`config.mk`:
```
export PLATFORM = sky130hd
export DESIGN_NAME = id_ex_stage_reg_flat
export DESIGN_NICKNAME = d
export VERILOG_FILES = /design/src/rtl/id_ex_stage_reg_if.sv /design/src/rtl/id_ex_stage_reg.sv /design/src/flat_wrapper.sv
export SDC_FILE = /design/constraint.sdc
export NUM_CORES = 1
export LEC_CHECK = 0
export ABC_CLOCK_PERIOD_IN_PS = 16470
export BUFFER_PORTS_ARGS = -buffer_cell sky130_fd_sc_hd__buf_4
export CORE_AREA = 3 3 245 247
export CTS_BUF_LIST = sky130_fd_sc_hd__clkbuf_8 sky130_fd_sc_hd__clkbuf_16
export CTS_CLUSTER_DIAMETER = 40
export DETAILED_ROUTE_END_ITERATION = 10
export DIE_AREA = 0 0 248 250
export GPL_ROUTABILITY_DRIVEN = 0
export HOLD_SLACK_MARGIN = 0.05
export PLACE_DENSITY_LB_ADDON = 0.25
export SLEW_MARGIN = 15
export SYNTH_ARGS = -nofsm -noshare
export SYNTH_HDL_FRONTEND = slang
export SYNTH_SLANG_ARGS = --single-unit
```
`constraint.sdc`:
```
create_clock -name clk -period 16.47 [get_ports clk]
set_clock_uncertainty 0.2 [all_clocks]
set_input_delay 3.294 -clock clk [delete_from_list [all_inputs] [get_ports clk]]
set_output_delay 3.294 -clock clk [all_outputs]
set_load 0.01 [all_outputs]
```
`src/rtl/id_ex_stage_reg_if.sv`:
```
// ID/EX stage bundle: decode-side operands and control in,
// registered EX-side copies, stall enables and event counters out.
interface id_ex_stage_reg_if #(
    parameter int XLEN  = 64,
    parameter int CNT_W = 32
);
    logic [4:0]       if_id_Rs1;
    logic [4:0]       if_id_Rs2;
    logic [4:0]       if_id_rd;
    logic             id_uses_rs1;
    logic             id_uses_rs2;
    logic [XLEN-1:0]  id_read_data1;
    logic [XLEN-1:0]  id_read_data2;
    logic [XLEN-1:0]  id_imm;
    logic [XLEN-1:0]  id_pc;
    logic [8:0]       id_ctrl;
    logic             flush;
    logic [4:0]       id_ex_Rs1;
    logic [4:0]       id_ex_Rs2;
    logic [4:0]       id_ex_rd;
    logic [XLEN-1:0]  id_ex_read_data1;
    logic [XLEN-1:0]  id_ex_read_data2;
    logic [XLEN-1:0]  id_ex_imm;
    logic [XLEN-1:0]  id_ex_pc;
    logic [8:0]       id_ex_ctrl;
    logic             pc_write;
    logic             if_id_write;
    logic [CNT_W-1:0] bubble_count;
    logic [CNT_W-1:0] flush_count;

    modport master (
        output if_id_Rs1, if_id_Rs2, if_id_rd,
        output id_uses_rs1, id_uses_rs2,
        output id_read_data1, id_read_data2,
        output id_imm, id_pc, id_ctrl, flush,
        input  id_ex_Rs1, id_ex_Rs2, id_ex_rd,
        input  id_ex_read_data1, id_ex_read_data2,
        input  id_ex_imm, id_ex_pc, id_ex_ctrl,
        input  pc_write, if_id_write,
        input  bubble_count, flush_count
    );

    modport slave (
        input  if_id_Rs1, if_id_Rs2, if_id_rd,
        input  id_uses_rs1, id_uses_rs2,
        input  id_read_data1, id_read_data2,
        input  id_imm, id_pc, id_ctrl, flush,
        output id_ex_Rs1, id_ex_Rs2, id_ex_rd,
        output id_ex_read_data1, id_ex_read_data2,
        output id_ex_imm, id_ex_pc, id_ex_ctrl,
        output pc_write, if_id_write,
        output bubble_count, flush_count
    );
endinterface

```
`src/rtl/id_ex_stage_reg.sv`:
```
// ID/EX pipeline register with load-use stall and flush bubbles.
// Ports: clk, rst (async high), bus (slave view of id_ex_stage_reg_if).
module id_ex_stage_reg #(
    parameter int XLEN  = 64,
    parameter int CNT_W = 32
) (
    input logic              clk,
    input logic              rst,
    id_ex_stage_reg_if.slave bus
);
    // id_ctrl = {RegWrite, MemRead, MemWrite, MemtoReg,
    //            Branch, ALUSrc, ALUOp[1:0], valid}
    localparam int C_MEMREAD = 7;
    localparam int C_VALID   = 0;

    logic [4:0]       r_rs1;
    logic [4:0]       r_rs2;
    logic [4:0]       r_rd;
    logic [XLEN-1:0]  r_d1;
    logic [XLEN-1:0]  r_d2;
    logic [XLEN-1:0]  r_imm;
    logic [XLEN-1:0]  r_pc;
    logic [8:0]       r_ctrl;
    logic [CNT_W-1:0] r_bub_cnt;
    logic [CNT_W-1:0] r_fl_cnt;

    logic w_load_in_ex;
    logic w_dep1;
    logic w_dep2;
    logic w_hazard;
    logic w_stall;

    // A valid load in EX whose rd is consumed by the ID instruction.
    assign w_load_in_ex = r_ctrl[C_MEMREAD] & r_ctrl[C_VALID]
                        & (r_rd != 5'd0);
    assign w_dep1   = bus.id_uses_rs1 & (r_rd == bus.if_id_Rs1);
    assign w_dep2   = bus.id_uses_rs2 & (r_rd == bus.if_id_Rs2);
    assign w_hazard = w_load_in_ex & (w_dep1 | w_dep2);
    assign w_stall  = w_hazard & ~bus.flush;

    assign bus.pc_write    = ~w_stall;
    assign bus.if_id_write = ~w_stall;

    always_ff @(posedge clk or posedge rst) begin
        if (rst) begin
            r_rs1     <= '0;
            r_rs2     <= '0;
            r_rd      <= '0;
            r_d1      <= '0;
            r_d2      <= '0;
            r_imm     <= '0;
            r_pc      <= '0;
            r_ctrl    <= '0;
            r_bub_cnt <= '0;
            r_fl_cnt  <= '0;
        end else if (bus.flush || w_stall) begin
            r_rs1  <= '0;
            r_rs2  <= '0;
            r_rd   <= '0;
            r_d1   <= '0;
            r_d2   <= '0;
            r_imm  <= '0;
            r_pc   <= '0;
            r_ctrl <= '0;
            // Flush wins: a coincident hazard is not a load-use bubble.
            if (bus.flush) begin
                if (r_fl_cnt != '1)
                    r_fl_cnt <= r_fl_cnt + CNT_W'(1);
            end else begin
                if (r_bub_cnt != '1)
                    r_bub_cnt <= r_bub_cnt + CNT_W'(1);
            end
        end else begin
            r_rs1  <= bus.if_id_Rs1;
            r_rs2  <= bus.if_id_Rs2;
            r_rd   <= bus.if_id_rd;
            r_d1   <= bus.id_read_data1;
            r_d2   <= bus.id_read_data2;
            r_imm  <= bus.id_imm;
            r_pc   <= bus.id_pc;
            r_ctrl <= bus.id_ctrl;
        end
    end

    assign bus.id_ex_Rs1        = r_rs1;
    assign bus.id_ex_Rs2        = r_rs2;
    assign bus.id_ex_rd         = r_rd;
    assign bus.id_ex_read_data1 = r_d1;
    assign bus.id_ex_read_data2 = r_d2;
    assign bus.id_ex_imm        = r_imm;
    assign bus.id_ex_pc         = r_pc;
    assign bus.id_ex_ctrl       = r_ctrl;
    assign bus.bubble_count     = r_bub_cnt;
    assign bus.flush_count      = r_fl_cnt;
endmodule
```
`src/flat_wrapper.sv`:
```
// flat-port wrapper written by rule: the top's interface ports become plain ports
module id_ex_stage_reg_flat 
#(
    parameter int XLEN  = 64,
    parameter int CNT_W = 32
)
  (clk, rst, bus_if_id_Rs1, bus_if_id_Rs2, bus_if_id_rd, bus_id_uses_rs1, bus_id_uses_rs2, bus_id_read_data1, bus_id_read_data2, bus_id_imm, bus_id_pc, bus_id_ctrl, bus_flush, bus_id_ex_Rs1, bus_id_ex_Rs2, bus_id_ex_rd, bus_id_ex_read_data1, bus_id_ex_read_data2, bus_id_ex_imm, bus_id_ex_pc, bus_id_ex_ctrl, bus_pc_write, bus_if_id_write, bus_bubble_count, bus_flush_count);
  id_ex_stage_reg_if #(.XLEN(XLEN), .CNT_W(CNT_W)) bus_i ();
  input logic clk;
  input logic rst;
  input wire logic [$bits(bus_i.if_id_Rs1)-1:0] bus_if_id_Rs1;
  input wire logic [$bits(bus_i.if_id_Rs2)-1:0] bus_if_id_Rs2;
  input wire logic [$bits(bus_i.if_id_rd)-1:0] bus_if_id_rd;
  input wire logic [$bits(bus_i.id_uses_rs1)-1:0] bus_id_uses_rs1;
  input wire logic [$bits(bus_i.id_uses_rs2)-1:0] bus_id_uses_rs2;
  input wire logic [$bits(bus_i.id_read_data1)-1:0] bus_id_read_data1;
  input wire logic [$bits(bus_i.id_read_data2)-1:0] bus_id_read_data2;
  input wire logic [$bits(bus_i.id_imm)-1:0] bus_id_imm;
  input wire logic [$bits(bus_i.id_pc)-1:0] bus_id_pc;
  input wire logic [$bits(bus_i.id_ctrl)-1:0] bus_id_ctrl;
  input wire logic [$bits(bus_i.flush)-1:0] bus_flush;
  output wire logic [$bits(bus_i.id_ex_Rs1)-1:0] bus_id_ex_Rs1;
  output wire logic [$bits(bus_i.id_ex_Rs2)-1:0] bus_id_ex_Rs2;
  output wire logic [$bits(bus_i.id_ex_rd)-1:0] bus_id_ex_rd;
  output wire logic [$bits(bus_i.id_ex_read_data1)-1:0] bus_id_ex_read_data1;
  output wire logic [$bits(bus_i.id_ex_read_data2)-1:0] bus_id_ex_read_data2;
  output wire logic [$bits(bus_i.id_ex_imm)-1:0] bus_id_ex_imm;
  output wire logic [$bits(bus_i.id_ex_pc)-1:0] bus_id_ex_pc;
  output wire logic [$bits(bus_i.id_ex_ctrl)-1:0] bus_id_ex_ctrl;
  output wire logic [$bits(bus_i.pc_write)-1:0] bus_pc_write;
  output wire logic [$bits(bus_i.if_id_write)-1:0] bus_if_id_write;
  output wire logic [$bits(bus_i.bubble_count)-1:0] bus_bubble_count;
  output wire logic [$bits(bus_i.flush_count)-1:0] bus_flush_count;
  assign bus_i.if_id_Rs1 = bus_if_id_Rs1;
  assign bus_i.if_id_Rs2 = bus_if_id_Rs2;
  assign bus_i.if_id_rd = bus_if_id_rd;
  assign bus_i.id_uses_rs1 = bus_id_uses_rs1;
  assign bus_i.id_uses_rs2 = bus_id_uses_rs2;
  assign bus_i.id_read_data1 = bus_id_read_data1;
  assign bus_i.id_read_data2 = bus_id_read_data2;
  assign bus_i.id_imm = bus_id_imm;
  assign bus_i.id_pc = bus_id_pc;
  assign bus_i.id_ctrl = bus_id_ctrl;
  assign bus_i.flush = bus_flush;
  assign bus_id_ex_Rs1 = bus_i.id_ex_Rs1;
  assign bus_id_ex_Rs2 = bus_i.id_ex_Rs2;
  assign bus_id_ex_rd = bus_i.id_ex_rd;
  assign bus_id_ex_read_data1 = bus_i.id_ex_read_data1;
  assign bus_id_ex_read_data2 = bus_i.id_ex_read_data2;
  assign bus_id_ex_imm = bus_i.id_ex_imm;
  assign bus_id_ex_pc = bus_i.id_ex_pc;
  assign bus_id_ex_ctrl = bus_i.id_ex_ctrl;
  assign bus_pc_write = bus_i.pc_write;
  assign bus_if_id_write = bus_i.if_id_write;
  assign bus_bubble_count = bus_i.bubble_count;
  assign bus_flush_count = bus_i.flush_count;
  id_ex_stage_reg #(.XLEN(XLEN), .CNT_W(CNT_W)) u_core (.clk(clk), .rst(rst), .bus(bus_i));
endmodule
```
Yosys cells after proc, flatten, opt, wreduce, memory -nomap -nowiden
Index checks and enable logic that the tools add are counted.
- reduce and logical (&&, ||, !) cells: 4
- bitwise logic cells: 9
- add/subtract/negate cells: 2
- equal/unequal tests: 4
- multiplexer cells: 8
- operators with widths (cell ; number):
    $mux 64 ; 4
    $add 32x1->32 const B ; 2
    $ne 32x32->1 const B ; 2
    $mux 5 ; 3
    $eq 5x5->1 ; 2
    $mux 9 ; 1
    $and 1x1->1 ; 6
    $reduce_and 3->1 ; 2
    $reduce_bool 5->1 ; 1
    $not 1->1 ; 2
    $logic_or 1x1->1 ; 1
    $or 1x1->1 ; 1
- output and inout bits: 346
- word-level logic and storage cells: 37
- register bits: 344
- input port bits: 285

Longest topological paths before layout
Gate-level depths: netlist of run 1.
- word-level depth: 7
- depth in mapped cells: 8
- mapped depth without buffers: 7

Worst setup path before layout of run 1
OpenSTA, ideal clock, no wires.
- kind: input to output
- start: in bus_if_id_Rs1[1]
- end: out bus_pc_write
- arrival: 4267 ps
- cell stages on the path: 5
- path slack: 8709 ps
- path buffers: 1
- data required time: 12976 ps
- path through: xnor2_1 -> nand4_1 -> o22ai_2 -> nand2_1 -> buf_4
- cells in the longest elaborated chain, start to end: 6
- RTL lines (what ; line ; text):
    start, declared ; flat_wrapper.sv:11 ; input wire logic [$bits(bus_i.if_id_Rs1)-1:0] bus_if_id_Rs1;
    $eq 5x5->1 ; id_ex_stage_reg.sv:36 ; assign w_dep1 = bus.id_uses_rs1 & (r_rd == bus.if_id_Rs1);
    $and 1x1->1 ; id_ex_stage_reg.sv:36 ;
    $or 1x1->1 ; id_ex_stage_reg.sv:38 ; assign w_hazard = w_load_in_ex & (w_dep1 | w_dep2);
    $and 1x1->1 ; id_ex_stage_reg.sv:38 ;
    $and 1x1->1 ; id_ex_stage_reg.sv:39 ; assign w_stall = w_hazard & ~bus.flush;
    $not 1->1 ; - ;
    end, declared ; flat_wrapper.sv:30 ; output wire logic [$bits(bus_i.pc_write)-1:0] bus_pc_write;
No other way between the ends.

Worst setup path after layout of run 1
- start: in bus_if_id_Rs1[4]
- end: out bus_if_id_write
- cells in the longest elaborated chain, start to end: 6
- RTL lines (what ; line ; text):
    $eq 5x5->1 ; id_ex_stage_reg.sv:36 ;
    $and 1x1->1 ; id_ex_stage_reg.sv:36 ;
    $or 1x1->1 ; id_ex_stage_reg.sv:38 ;
    $and 1x1->1 ; id_ex_stage_reg.sv:38 ;
    $and 1x1->1 ; id_ex_stage_reg.sv:39 ;
    $not 1->1 ; id_ex_stage_reg.sv:42 ; assign bus.if_id_write = ~w_stall;
    end, declared ; flat_wrapper.sv:31 ; output wire logic [$bits(bus_i.if_id_write)-1:0] bus_if_id_write;
No other way between the ends.

==> results of run 1 <==
[layout make-up]
| cell class | count | area [µm²] | share of cell area |
|---|---|---|---|
| Sequential cell | 344 | 8610 | 0.429 |
| Clock buffer | 78 | 1860 | 0.0928 |
| Timing Repair Buffer | 635 | 4780 | 0.238 |
| Inverter | 12 | 52.6 | 0.00262 |
| Tap cell | 765 | 957 | 0.0477 |
| Multi-Input combinational cell | 515 | 3310 | 0.165 |
| Clock inverter | 47 | 488 | 0.0243 |
| Antenna cell | 2 | 5.00 | 0.000250 |
[flip-flops by register name (all words and copies together) (netlist names)]
register and flops:
u_core.bus.id_ex_rd 5, u_core.bus.id_ex_Rs1 5, u_core.bus.bubble_count 32, u_core.bus.id_ex_Rs2 5, u_core.bus.flush_count 32, u_core.bus.id_ex_read_data1 64
u_core.bus.id_ex_ctrl 9, u_core.bus.id_ex_read_data2 64, u_core.bus.id_ex_pc 64, u_core.bus.id_ex_imm 64
[cell families (layout without fill, tap and decap cells)]
group,Yosys count,after routing
xor gates and xnor gates,72,72
AOI/OAI and AO/OA,7,7
muxes,1,1
DFF,344,344
and+or+nand+nor,433,433
other,0,2
buffers and inverters,46,772
adders and majority gates,2,2
[per-stage QoR]
| step | hold slack [ps] | worst slack (ps) |
|---|---|---|
| floorplan | 321 | 3440 |
| global placement | 285 | 8010 |
| detailed placement | 283 | 8000 |
| CTS | 291 | 7990 |
| global route | 322 | 7870 |
| finish | 289 | 8070 |
[worst max path at each step]
stage                           from                          to  slack [ps]  cells past startpoint
floorplan                        rst  u_core.bus.bubble_count[0]        3440                      1
global placement    bus_if_id_Rs1[4]             bus_if_id_write        8010                      6
detailed placement  bus_if_id_Rs1[4]             bus_if_id_write        8000                      6
CTS                 bus_if_id_Rs1[4]             bus_if_id_write        7990                      6
global route        bus_if_id_Rs1[4]             bus_if_id_write        7870                      6
finish              bus_if_id_Rs1[4]             bus_if_id_write        8070                      6
[synthesized netlist by cell type, types with 4 or more instances]
cell type / count
sky130_fd_sc_hd__inv_1: 12
sky130_fd_sc_hd__xor2_1: 32
sky130_fd_sc_hd__nand3_1: 22
sky130_fd_sc_hd__nand2_1: 36
sky130_fd_sc_hd__or3_1: 4
sky130_fd_sc_hd__nand4_1: 18
sky130_fd_sc_hd__and2_1: 284
sky130_fd_sc_hd__nor2_1: 25
sky130_fd_sc_hd__nor3_1: 23
sky130_fd_sc_hd__buf_4: 21
sky130_fd_sc_hd__clkbuf_1: 10
sky130_fd_sc_hd__and3_1: 7
sky130_fd_sc_hd__xnor2_1: 40
sky130_fd_sc_hd__dfrtp_1: 344
[critical path: stages]
cell and delay [ps]:
sky130_fd_sc_hd__buf_4 120, sky130_fd_sc_hd__xnor2_1 360, sky130_fd_sc_hd__nand4_1 160, sky130_fd_sc_hd__o22ai_2 400, sky130_fd_sc_hd__nand2_1 320, sky130_fd_sc_hd__buf_4 240
[metal layers]
metal  vias to the layer above  wire length (µm)
li1                       4248                 -
met1                      4477             15800
met2                       402             20900
met3                        65              4520
met4                         2               851
met5                         -                13
[where the power goes]
part           internal (mW)  switching, mW  leakage (nW)  total [mW]
Combinational          0.123          0.102          4.54       0.225
Sequential             0.891         0.0236          4.45       0.914
Clock                  0.892          0.492          1.18        1.38
Total                   1.91          0.617          10.2        2.52
==> PnR_summary.wiki, run 1 <==
{| class="wikitable"
! Metric !! Value
|-
| Result of the run || finished clean
|-
| Number of sinks handled by clock tree synthesis || 344
|-
| Floorplan die height || 250 µm
|-
| CTS Buf Count || 68
|-
| Share of the core filled with cells || 0.347
|-
| Worst r2r path cells || 5
|-
| Reg2Reg Capture Point || u_core.bus.id_ex_read_data1[37]
|-
| Top post-synthesis cells by area || sky130_fd_sc_hd__dfrtp_1 71%, sky130_fd_sc_hd__and2_1 15%, sky130_fd_sc_hd__xnor2_1 2.9%
|-
| Core area || 57800 µm²
|-
| Hold violation count in the final report || 0
|-
| Post-synthesis average cell area || 13.5 µm²
|-
| Nets@finish || 1863
|-
| Max VDD drop || 0.0000833 V
|-
| Sort of element at the start of the critical path || primary input
|-
| First-pass GRT wire length || 61900 µm
|-
| Synthesized net count || 1192
|-
| Final ANT Viol Nets || 0
|-
| Final Total Pwr || 2.52 mW
|-
| Final critical path time including I/O delays and setup || 8400 ps
|-
| Xor/xnor cell area share of the yosys netlist || 0.0517
|-
| Maximum buffer depth of the clock tree || 3
|-
| Unrepaired setup endpoints after global routing || false
|-
| Rows || 88
|-
| Level count of the clock H-tree || 3
|-
| Leak Pwr || 10.2 nW
|-
| Most frequent cells in the layout || 634 x sky130_fd_sc_hd__buf_4, 344 x sky130_fd_sc_hd__dfrtp_1, 284 x sky130_fd_sc_hd__and2_1, 70 x sky130_fd_sc_hd__clkbuf_16, 40 x sky130_fd_sc_hd__xnor2_1
|-
| Highest attainable clock frequency || 119 MHz
|-
| Hold/Removal Path Class || flip-flop to flip-flop
|-
| Global route total overflow || 0
|-
| Portion of the post-synthesis area used by sequential elements || 0.706
|-
| Horizontal extent of the die || 248 µm
|-
| Warnings from Yosys || 0
|-
| Cell count of the worst hold path || 1
|-
| Initial core utilization || 0.211
|-
| Met3 track utilization from global routing || 0.0574
|-
| Hold Buf Count CTS || 0
|-
| Worst slew margin || 0.101
|-
| Layout fillers || 5756
|-
| Share of the synthesized area in compound gates (AO/OA/AOI/OAI) || 0.00739
|-
| Largest family of logic cells by synthesized area || simple AND/OR/NAND/NOR gates
|-
| Count of buffers from port buffering || 630
|-
| Io pins || 631
|-
| Root Buffer Master || sky130_fd_sc_hd__clkbuf_16
|-
| DRC violation total after the first TritonRoute iteration || 355
|-
| TritonCTS clock tree || done
|-
| Post-route cell area || 20100 µm²
|-
| Area share of the largest cell type after synthesis || 0.706
|-
| Share of the clock period used by the worst path || 0.510
|-
| Non-Filler Instances || 2398
|-
| Least-Margin Pin Slew || 1350 ps
|-
| Wire per inst || 17.5 µm
|-
| Area growth, synth to finish || 64.6%
|-
| Placed cell count || 2271
|-
| Hold EP || u_core.bus.bubble_count[27]
|-
| R2R setup slack || 12750 ps
|-
| Maximum number of pins on one net before global-route repair || 243
|-
| Number of unique standard cell types used by synthesis || 34
|-
| Final wirelength || 42100 µm
|-
| Multiplexer share of the synthesized area || 0.000924
|-
| Fraction of final layout cells with drive strength greater than 1 || 0.473
|-
| Hold path startpoint || u_core.bus.bubble_count[27]
|-
| Fraction of the mapped netlist area in simple logic gates || 0.209
|-
| Total negative slack || 0 ps
|-
| Clock-pin transition on the worst setup and hold timing paths || 40 ps
|-
| Placed instance area || 17700 µm²
|-
| Number of max-cap violations || 0
|-
| Classification of the worst setup path || primary input to primary output
|-
| Async set or reset register ratio after synthesis || 1.00
|-
| Vias after detailed routing || 9194
|-
| DRC violation count after routing || 0
|-
| Number of antenna violations at the first check in global routing || 4
|-
| Finish-stage setup viols || 0
|-
| Synthesized instance count || 905
|-
| Commonest non-fill, non-tap cell in the layout || sky130_fd_sc_hd__buf_4
|-
| Required time of the worst setup path || 12980 ps
|-
| Critical-path maximum fanout || 7
|-
| Register bit count reported by yosys || 344
|-
| Met2 GRT Util || 0.223
|-
| Post-synthesis cell type with the largest combined area || sky130_fd_sc_hd__dfrtp_1
|-
| Number of slew-limit violations in the final report || 0
|-
| Drt first pass iters || 4
|-
| Commonest register cell after synthesis || sky130_fd_sc_hd__dfrtp_1
|-
| Total standard cell area after synthesis || 12200 µm²
|-
| GRT Util Overall || 0.132
|-
| Sort of element at the end of the critical path || primary output
|-
| Power density normalized to cell area || 126 nW/µm²
|-
| Buffers inserted during post-CTS setup optimization || 0
|-
| Clock latency on the worst-skew pair || 570 ps
|-
| GR met1 Demand/Resource || 0.146
|-
| Total die area || 62000 µm²
|-
| Via count of the first global-routing pass || 9946
|-
| Origin of the critical flop-to-flop path || u_core.bus.id_ex_rd[1]
|-
| Crit path arrival time || 4900 ps
|-
| Post-synth EDFFs || 0
|-
| Estimated wirelength of the detail-placed design || 31500 µm
|-
| Number of resized instances in the post-cts repair step || 0
|-
| Number of vias per cell || 3.83
|-
| Fraction of the mapped netlist area in adder cells || 0.00205
|-
| GRT Max-Usage Layer || met2
|}
No activity file was read; power rests on OpenSTA's default activity.
==> run 2: changes to the inputs <==
--- a/config.mk
+++ b/config.mk
@@ -5,13 +5,15 @@
 export SDC_FILE = /design/constraint.sdc
 export NUM_CORES = 1
 export LEC_CHECK = 0
-export ABC_CLOCK_PERIOD_IN_PS = 16470
+export ABC_AREA = 1
+export ABC_CLOCK_PERIOD_IN_PS = 7400
 export BUFFER_PORTS_ARGS = -buffer_cell sky130_fd_sc_hd__buf_4
-export CORE_AREA = 3 3 245 247
+export CORE_ASPECT_RATIO = 0.5
+export CORE_MARGIN = 3
+export CORE_UTILIZATION = 30
 export CTS_BUF_LIST = sky130_fd_sc_hd__clkbuf_8 sky130_fd_sc_hd__clkbuf_16
 export CTS_CLUSTER_DIAMETER = 40
 export DETAILED_ROUTE_END_ITERATION = 10
-export DIE_AREA = 0 0 248 250
 export GPL_ROUTABILITY_DRIVEN = 0
 export HOLD_SLACK_MARGIN = 0.05
 export PLACE_DENSITY_LB_ADDON = 0.25
==> constraint.sdc (replaced) <==
create_clock -name clk -period 7.4 [get_ports clk]
set_clock_uncertainty 0.2 [all_clocks]
set_input_delay 1.48 -clock clk [delete_from_list [all_inputs] [get_ports clk]]
set_output_delay 1.48 -clock clk [all_outputs]
set_load 0.01 [all_outputs]
==> run 2 against run 1 <==
Sequential power rose by 130%; critical endpoint unchanged; utilization rose by 11 points; die area fell by 21%; critical path depth rose by 2; via count rose by 31%; cell count rose by 19%; register-to-register slack got worse by 8600 ps; combinational power rose to 3.9 times the previous value; sequential cell count did not move; count of clock-buffer cells in the layout fell by 28; total power rose by 100%.
==> PnR_summary.wiki, run 2 <==
{| class="wikitable"
! Metric !! Value
|-
| Drt first pass iters || 5
|-
| First-pass GRT wire length || 78100 µm
|-
| Sort of element at the end of the critical path || primary output
|-
| Portion of the post-synthesis area used by sequential elements || 0.620
|-
| Most common cell in the synthesized netlist || sky130_fd_sc_hd__nor2_1
|-
| Share of the clock period used by the worst path || 0.550
|-
| Buffers inserted during post-CTS setup optimization || 0
|-
| GRT Max-Usage Layer || met2
|-
| Hold violation count in the final report || 0
|-
| Number of max-cap violations || 0
|-
| Core area || 45400 µm²
|-
| Placed instance area || 19100 µm²
|-
| Leak Pwr || 11.8 nW
|-
| GRT Util Overall || 0.215
|-
| Post-synth EDFFs || 0
|-
| Number of slew-limit violations in the final report || 0
|-
| Total standard cell area after synthesis || 13900 µm²
|-
| Sort of element at the start of the critical path || primary input
|-
| Count of buffers from port buffering || 630
|-
| Final critical path time including I/O delays and setup || 4070 ps
|-
| Post-route cell area || 20500 µm²
|-
| Max VDD drop || 0.000196 V
|-
| Top post-synthesis cells by area || sky130_fd_sc_hd__dfrtp_1 62%, sky130_fd_sc_hd__nor2_1 10%, sky130_fd_sc_hd__nand2_1 9.4%
|-
| Wire per inst || 19.4 µm
|-
| Estimated wirelength of the detail-placed design || 42900 µm
|-
| Share of the core filled with cells || 0.452
|-
| Warnings from Yosys || 0
|-
| Io pins || 631
|-
| Maximum number of pins on one net before global-route repair || 155
|-
| Total negative slack || 0 ps
|-
| Internal Pwr Total || 3.65 mW
|-
| CTS Buf Count || 43
|-
| Sequential group share of total power || 0.411
|-
| Number of vias per cell || 4.21
|-
| Launching instance or port of the critical path || bus_if_id_Rs2[0]
|-
| GR met1 Demand/Resource || 0.280
|-
| Fraction of final layout cells with drive strength greater than 1 || 0.323
|-
| Combinational share of power || 0.171
|-
| Met2 GRT Util || 0.377
|-
| Critical-path maximum fanout || 3
|-
| Level count of the clock H-tree || 2
|-
| Async set or reset register ratio after synthesis || 1.00
|-
| Hold path startpoint || u_core.bus.flush_count[28]
|-
| Finish-stage setup viols || 0
|-
| Floorplan die height || 158 µm
|-
| Hold Buf Count CTS || 0
|-
| Commonest register cell after synthesis || sky130_fd_sc_hd__dfrtp_1
|-
| Met3 track utilization from global routing || 0.0352
|-
| Most frequent cells in the layout || 636 x sky130_fd_sc_hd__buf_4, 371 x sky130_fd_sc_hd__nor2_1, 348 x sky130_fd_sc_hd__nand2_1, 344 x sky130_fd_sc_hd__dfrtp_1, 333 x sky130_fd_sc_hd__inv_1
|-
| Initial core utilization || 0.306
|-
| Total die area || 49000 µm²
|-
| Least-Margin Pin Slew || 1130 ps
|-
| TritonCTS clock tree || done
|-
| Clock latency on the worst-skew pair || 540 ps
|-
| Post-synthesis average cell area || 8.73 µm²
|-
| Power density normalized to cell area || 249 nW/µm²
|-
| Crit path arrival time || 2390 ps
|-
| Rows || 55
|-
| Worst slew margin || 0.247
|-
| Root Buffer Master || sky130_fd_sc_hd__clkbuf_16
|-
| Number of sinks handled by clock tree synthesis || 344
|-
| Global route total overflow || 0
|-
| Area growth, synth to finish || 48.0%
|-
| Clock share of power || 0.419
|-
| Nets@finish || 2511
|-
| Maximum buffer depth of the clock tree || 3
|-
| DRC violation count after routing || 0
|-
| Number of resized instances in the post-cts repair step || 0
|-
| Post-synthesis cell type with the largest combined area || sky130_fd_sc_hd__dfrtp_1
|-
| Final ANT Viol Nets || 0
|-
| Required time of the worst setup path || 5720 ps
|-
| Net switching share of the total power || 0.286
|-
| Hold/Removal Path Class || flip-flop to flip-flop
|-
| Area share of the largest cell type after synthesis || 0.620
|-
| Classification of the worst setup path || primary input to primary output
|-
| Reg area || 8610 µm²
|-
| Via count of the first global-routing pass || 11800
|-
| Horizontal extent of the die || 310 µm
|-
| Multi-input combinational cell area || 3680 µm²
|-
| Layout fillers || 4481
|-
| Unrepaired setup endpoints after global routing || false
|-
| Synthesized net count || 1876
|-
| Highest attainable clock frequency || 246 MHz
|-
| Clock-pin transition on the worst setup and hold timing paths || 60 ps
|-
| DRC violation total after the first TritonRoute iteration || 897
|-
| Vias after detailed routing || 12000
|-
| Number of antenna violations at the first check in global routing || 6
|-
| Commonest non-fill, non-tap cell in the layout || sky130_fd_sc_hd__buf_4
|-
| Result of the run || finished clean
|-
| Register bit count reported by yosys || 344
|-
| Origin of the critical flop-to-flop path || u_core.bus.id_ex_rd[2]
|-
| Switching power total || 1.46 mW
|-
| Final wirelength || 55400 µm
|-
| Synthesized instance count || 1589
|-
| Cell types with the highest counts after synthesis || 371 x sky130_fd_sc_hd__nor2_1, 348 x sky130_fd_sc_hd__nand2_1, 344 x sky130_fd_sc_hd__dfrtp_1
|-
| Number of unique standard cell types used by synthesis || 26
|}
run 2: area by class of cell:
class,instances,share of cell area
sequential,344,0.419
timing repair buffer,637,0.233
multi-input combinational,866,0.179
inverter,332,0.0608
clock buffer,50,0.0582
tap,598,0.0364
clock inverter,27,0.0124
antenna,4,0.000487
run 2: final timing paths:
| kind | endpoint | slack, ps | cells after the start |
|---|---|---|---|
| max | bus_if_id_write | 3330 | 8 |
| min in group asynchronous | u_core.bus.bubble_count[3] | 890 | 3 |
| min | u_core.bus.flush_count[28] | 340 | 2 |
| min reg2reg | u_core.bus.flush_count[28] | 340 | 2 |
| max in group asynchronous | u_core.bus.id_ex_pc[50] | 4660 | 4 |
| max reg2reg | u_core.bus.bubble_count[9] | 4180 | 11 |
run 2: power groups by stage:
| stage | Clock (mW) | Sequential, mW | Combinational, mW |
|---|---|---|---|
| 2_1_floorplan | 0 | 2.17 | 0.373 |
| 3_3_place_gp | 0 | 2.13 | 0.871 |
| 3_5_place_dp | 0 | 2.13 | 0.881 |
| 4_1_cts | 2.20 | 2.10 | 0.886 |
| 5_1_grt | 2.28 | 2.11 | 0.956 |
| 6_report | 2.14 | 2.10 | 0.872 |
run 2: kinds of logic (layout without fill, tap and decap cells):
kind of cell | count (synthesis) | in the layout | synth area share
buffers and inverters | 379 | 1046 | 0.116
xor gates and xnor gates | 24 | 24 | 0.0157
DFF | 344 | 344 | 0.620
AOI/OAI and AO/OA | 14 | 14 | 0.00613
other | 0 | 4 | 0
and+or+nand+nor | 826 | 826 | 0.240
adders and majority gates | 2 | 2 | 0.00180
run 2: stage by stage:
step                hold WS, ps  power [mW]  std cells  worst slack [ps]
floorplan                   346        2.54       1589              1120
global placement            319        3.00       2777              3160
detailed placement          328        3.01       2777              3140
CTS                         344        5.18       2854              3320
global route                369        5.35       2858              3210
finish                      341        5.11       2858              3330
run 2: worst max-delay path, stage by stage:
cell and delay [ps]:
sky130_fd_sc_hd__buf_4 110, sky130_fd_sc_hd__inv_1 90, sky130_fd_sc_hd__nor2_1 50, sky130_fd_sc_hd__nor2_1 110, sky130_fd_sc_hd__nand3_1 90, sky130_fd_sc_hd__nand2_1 170, sky130_fd_sc_hd__nand3_1 130, sky130_fd_sc_hd__buf_4 170
run 2: metal layers:
| layer | part of all wire | vias to the layer above |
|---|---|---|
| li1 | - | 5856 |
| met1 | 0.42 | 5857 |
| met2 | 0.52 | 237 |
| met3 | 0.039 | 73 |
| met4 | 0.022 | 2 |
| met5 | 0.00023 | - |
==> run 3: changes to the inputs <==
--- a/config.mk
+++ b/config.mk
@@ -6,7 +6,7 @@
 export NUM_CORES = 1
 export LEC_CHECK = 0
 export ABC_AREA = 1
-export ABC_CLOCK_PERIOD_IN_PS = 7400
+export ABC_CLOCK_PERIOD_IN_PS = 4000
 export BUFFER_PORTS_ARGS = -buffer_cell sky130_fd_sc_hd__buf_4
 export CORE_ASPECT_RATIO = 0.5
 export CORE_MARGIN = 3
==> constraint.sdc (replaced) <==
create_clock -name clk -period 4 [get_ports clk]
set_clock_uncertainty 0.2 [all_clocks]
set_input_delay 0.8 -clock clk [delete_from_list [all_inputs] [get_ports clk]]
set_output_delay 0.8 -clock clk [all_outputs]
set_load 0.01 [all_outputs]
==> run 3 against run 2 <==
Via count down 0.71%; wire length shrank 1.7%; utilization decreased by 0.12 points; clock power up 70%; cell count about the same.
==> PnR_summary.wiki, run 3 (synthesis gave the netlist of run 2 again) <==
{| class="wikitable"
! Metric !! Value
|-
| Result of the run || finished clean
|-
| Root Buffer Master || sky130_fd_sc_hd__clkbuf_16
|-
| Initial core utilization || 0.306
|-
| Total die area || 49000 µm²
|-
| Clock-pin transition on the worst setup and hold timing paths || 70 ps
|-
| Non-Filler Instances || 2856
|-
| Final ANT Viol Nets || 0
|-
| Nets@finish || 2511
|-
| Vias after detailed routing || 11900
|-
| Critical-path maximum fanout || 4
|-
| Number of resized instances in the post-cts repair step || 0
|-
| Critical-path cell with the highest stage delay || sky130_fd_sc_hd__dfrtp_1
|-
| Hold violation count in the final report || 0
|-
| Least-Margin Pin Slew || 920 ps
|-
| DRC violation total after the first TritonRoute iteration || 822
|-
| Crit path arrival time || 1910 ps
|-
| Crit path cell chain || inv_2 > nand2_1 > nand2_1 > nor2_1 > nand3_1 > nand2_1 > nand3_1 > buf_4
|-
| Hold_ws || 157 ps
|-
| Hold/Removal Path Class || primary input to async pin
|-
| First-pass GRT wire length || 77100 µm
|-
| Most frequent cells in the layout || 634 x sky130_fd_sc_hd__buf_4, 371 x sky130_fd_sc_hd__nor2_1, 348 x sky130_fd_sc_hd__nand2_1, 344 x sky130_fd_sc_hd__dfrtp_1, 329 x sky130_fd_sc_hd__inv_1
|-
| Layout fillers || 4522
|-
| Leak Pwr || 11.8 nW
|-
| Max VDD drop || 0.000284 V
|-
| DRC violation count after routing || 0
|-
| Required time of the worst setup path || 3000 ps
|-
| Level count of the clock H-tree || 2
|-
| Number of sinks handled by clock tree synthesis || 344
|-
| Estimated wirelength of the detail-placed design || 42700 µm
|-
| Core area || 45400 µm²
|-
| Global route total overflow || 0
|-
| Post-route cell area || 20500 µm²
|-
| Sort of element at the start of the critical path || flip-flop
|-
| Final wirelength || 54500 µm
|-
| Sort of element at the end of the critical path || primary output
|-
| Maximum number of pins on one net before global-route repair || 108
|-
| Share of the clock period used by the worst path || 0.728
|-
| TritonCTS clock tree || done
|-
| CTS Buf Count || 40
|-
| Clock latency on the worst-skew pair || 540 ps
|-
| Rows || 55
|-
| Fraction of final layout cells with drive strength greater than 1 || 0.325
|-
| Finish-stage setup viols || 0
|-
| Placed cell count || 2780
|-
| Reg area || 8610 µm²
|-
| Stage delay of the slowest cell on the critical path || 490 ps
|-
| Maximum buffer depth of the clock tree || 3
|-
| Final critical path time including I/O delays and setup || 2910 ps
|-
| Io pins || 631
|-
| Hold Buf Count CTS || 0
|-
| Highest attainable clock frequency || 343 MHz
|-
| Placed instance area || 19200 µm²
|-
| Number of vias per cell || 4.18
|-
| Horizontal extent of the die || 310 µm
|-
| Count of buffers from port buffering || 630
|-
| Number of max-cap violations || 0
|-
| Drt first pass iters || 5
|-
| GRT Util Overall || 0.213
|-
| Number of antenna violations at the first check in global routing || 5
|-
| Commonest non-fill, non-tap cell in the layout || sky130_fd_sc_hd__buf_4
|-
| Classification of the worst setup path || flip-flop to primary output
|-
| Number of slew-limit violations in the final report || 0
|-
| Final Total Pwr || 9.12 mW
|-
| Floorplan die height || 158 µm
|-
| Worst slew margin || 0.385
|-
| Multi-input combinational cell area || 3680 µm²
|-
| Wire per inst || 19.1 µm
|-
| Area growth, synth to finish || 47.6%
|-
| Power density normalized to cell area || 445 nW/µm²
|-
| Most prevalent standard cell on the critical path || sky130_fd_sc_hd__nand2_1
|-
| Via count of the first global-routing pass || 11600
|-
| Buffers inserted during post-CTS setup optimization || 0
|-
| Unrepaired setup endpoints after global routing || false
|}
==> run 3: changes by cell type in the layout (fill, tap and decap cells not counted), moves of 2 or more <==
cell,change
sky130_fd_sc_hd__clkinv_8,+2
sky130_fd_sc_hd__inv_8,-3
sky130_fd_sc_hd__bufinv_16,-2
sky130_fd_sc_hd__clkbuf_16,-4
sky130_fd_sc_hd__buf_4,-2
sky130_fd_sc_hd__buf_12,+5
sky130_fd_sc_hd__clkinvlp_4,-3
sky130_fd_sc_hd__clkinv_2,+6
sky130_fd_sc_hd__inv_1,-4
sky130_fd_sc_hd__inv_6,+6
==> run 3: layer usage <==
metal | vias to the layer above | global-route usage | part of all wire
met5 | - | 0 | 0.00024
met4 | 2 | 0.0512 | 0.021
met3 | 64 | 0.0346 | 0.039
met2 | 250 | 0.373 | 0.53
met1 | 5754 | 0.277 | 0.41
li1 | 5870 | - | -
==> run 3: critical path, delay by kind of cell, from the launching register on <==
family        cells  cell delay [ps]
flops             1              490
simple gates      6              640
buf+inv           2              260
==> run 3: report_power, final <==
group	internal (mW)	switching, mW	leakage, nW
sequential	3.70	0.177	4.45
clock	2.05	1.59	0.675
combinational	0.703	0.906	6.64
==> run 3: stage by stage <==
stage	setup slack, ps	setup TNS, ps	utilization
after floorplan	-1600	-551260	-
after global placement	1130	0	0.422
after detailed placement	1110	0	0.422
after CTS	1120	0	0.451
after global routing	990	0	0.451
final	1090	0	0.451
==> run 3: worst paths after layout <==
path,startpoint,endpoint,slack (ps),cells after the start
max in group asynchronous,rst,u_core.bus.flush_count[29],2400,3
worst min register to register,u_core.bus.flush_count[28],u_core.bus.flush_count[28],340,2
worst max-delay path,u_core.bus.id_ex_rd[4],bus_pc_write,1090,8
min in group clk,bus_id_pc[51],u_core.bus.id_ex_pc[51],270,3
worst min-delay path,rst,u_core.bus.id_ex_read_data1[44],160,2
worst max register to register,u_core.bus.id_ex_rd[4],u_core.bus.id_ex_read_data1[30],1430,10
==> run 3: final cells by class <==
cell class,instances,share of cell area
flip-flops and latches,344,0.420
inverters,332,0.0610
repair buffers,640,0.238
multi-input cells,866,0.180
diodes,3,0.000366
well taps,598,0.0365
clock inverters,28,0.0112
clock buffers,45,0.0528
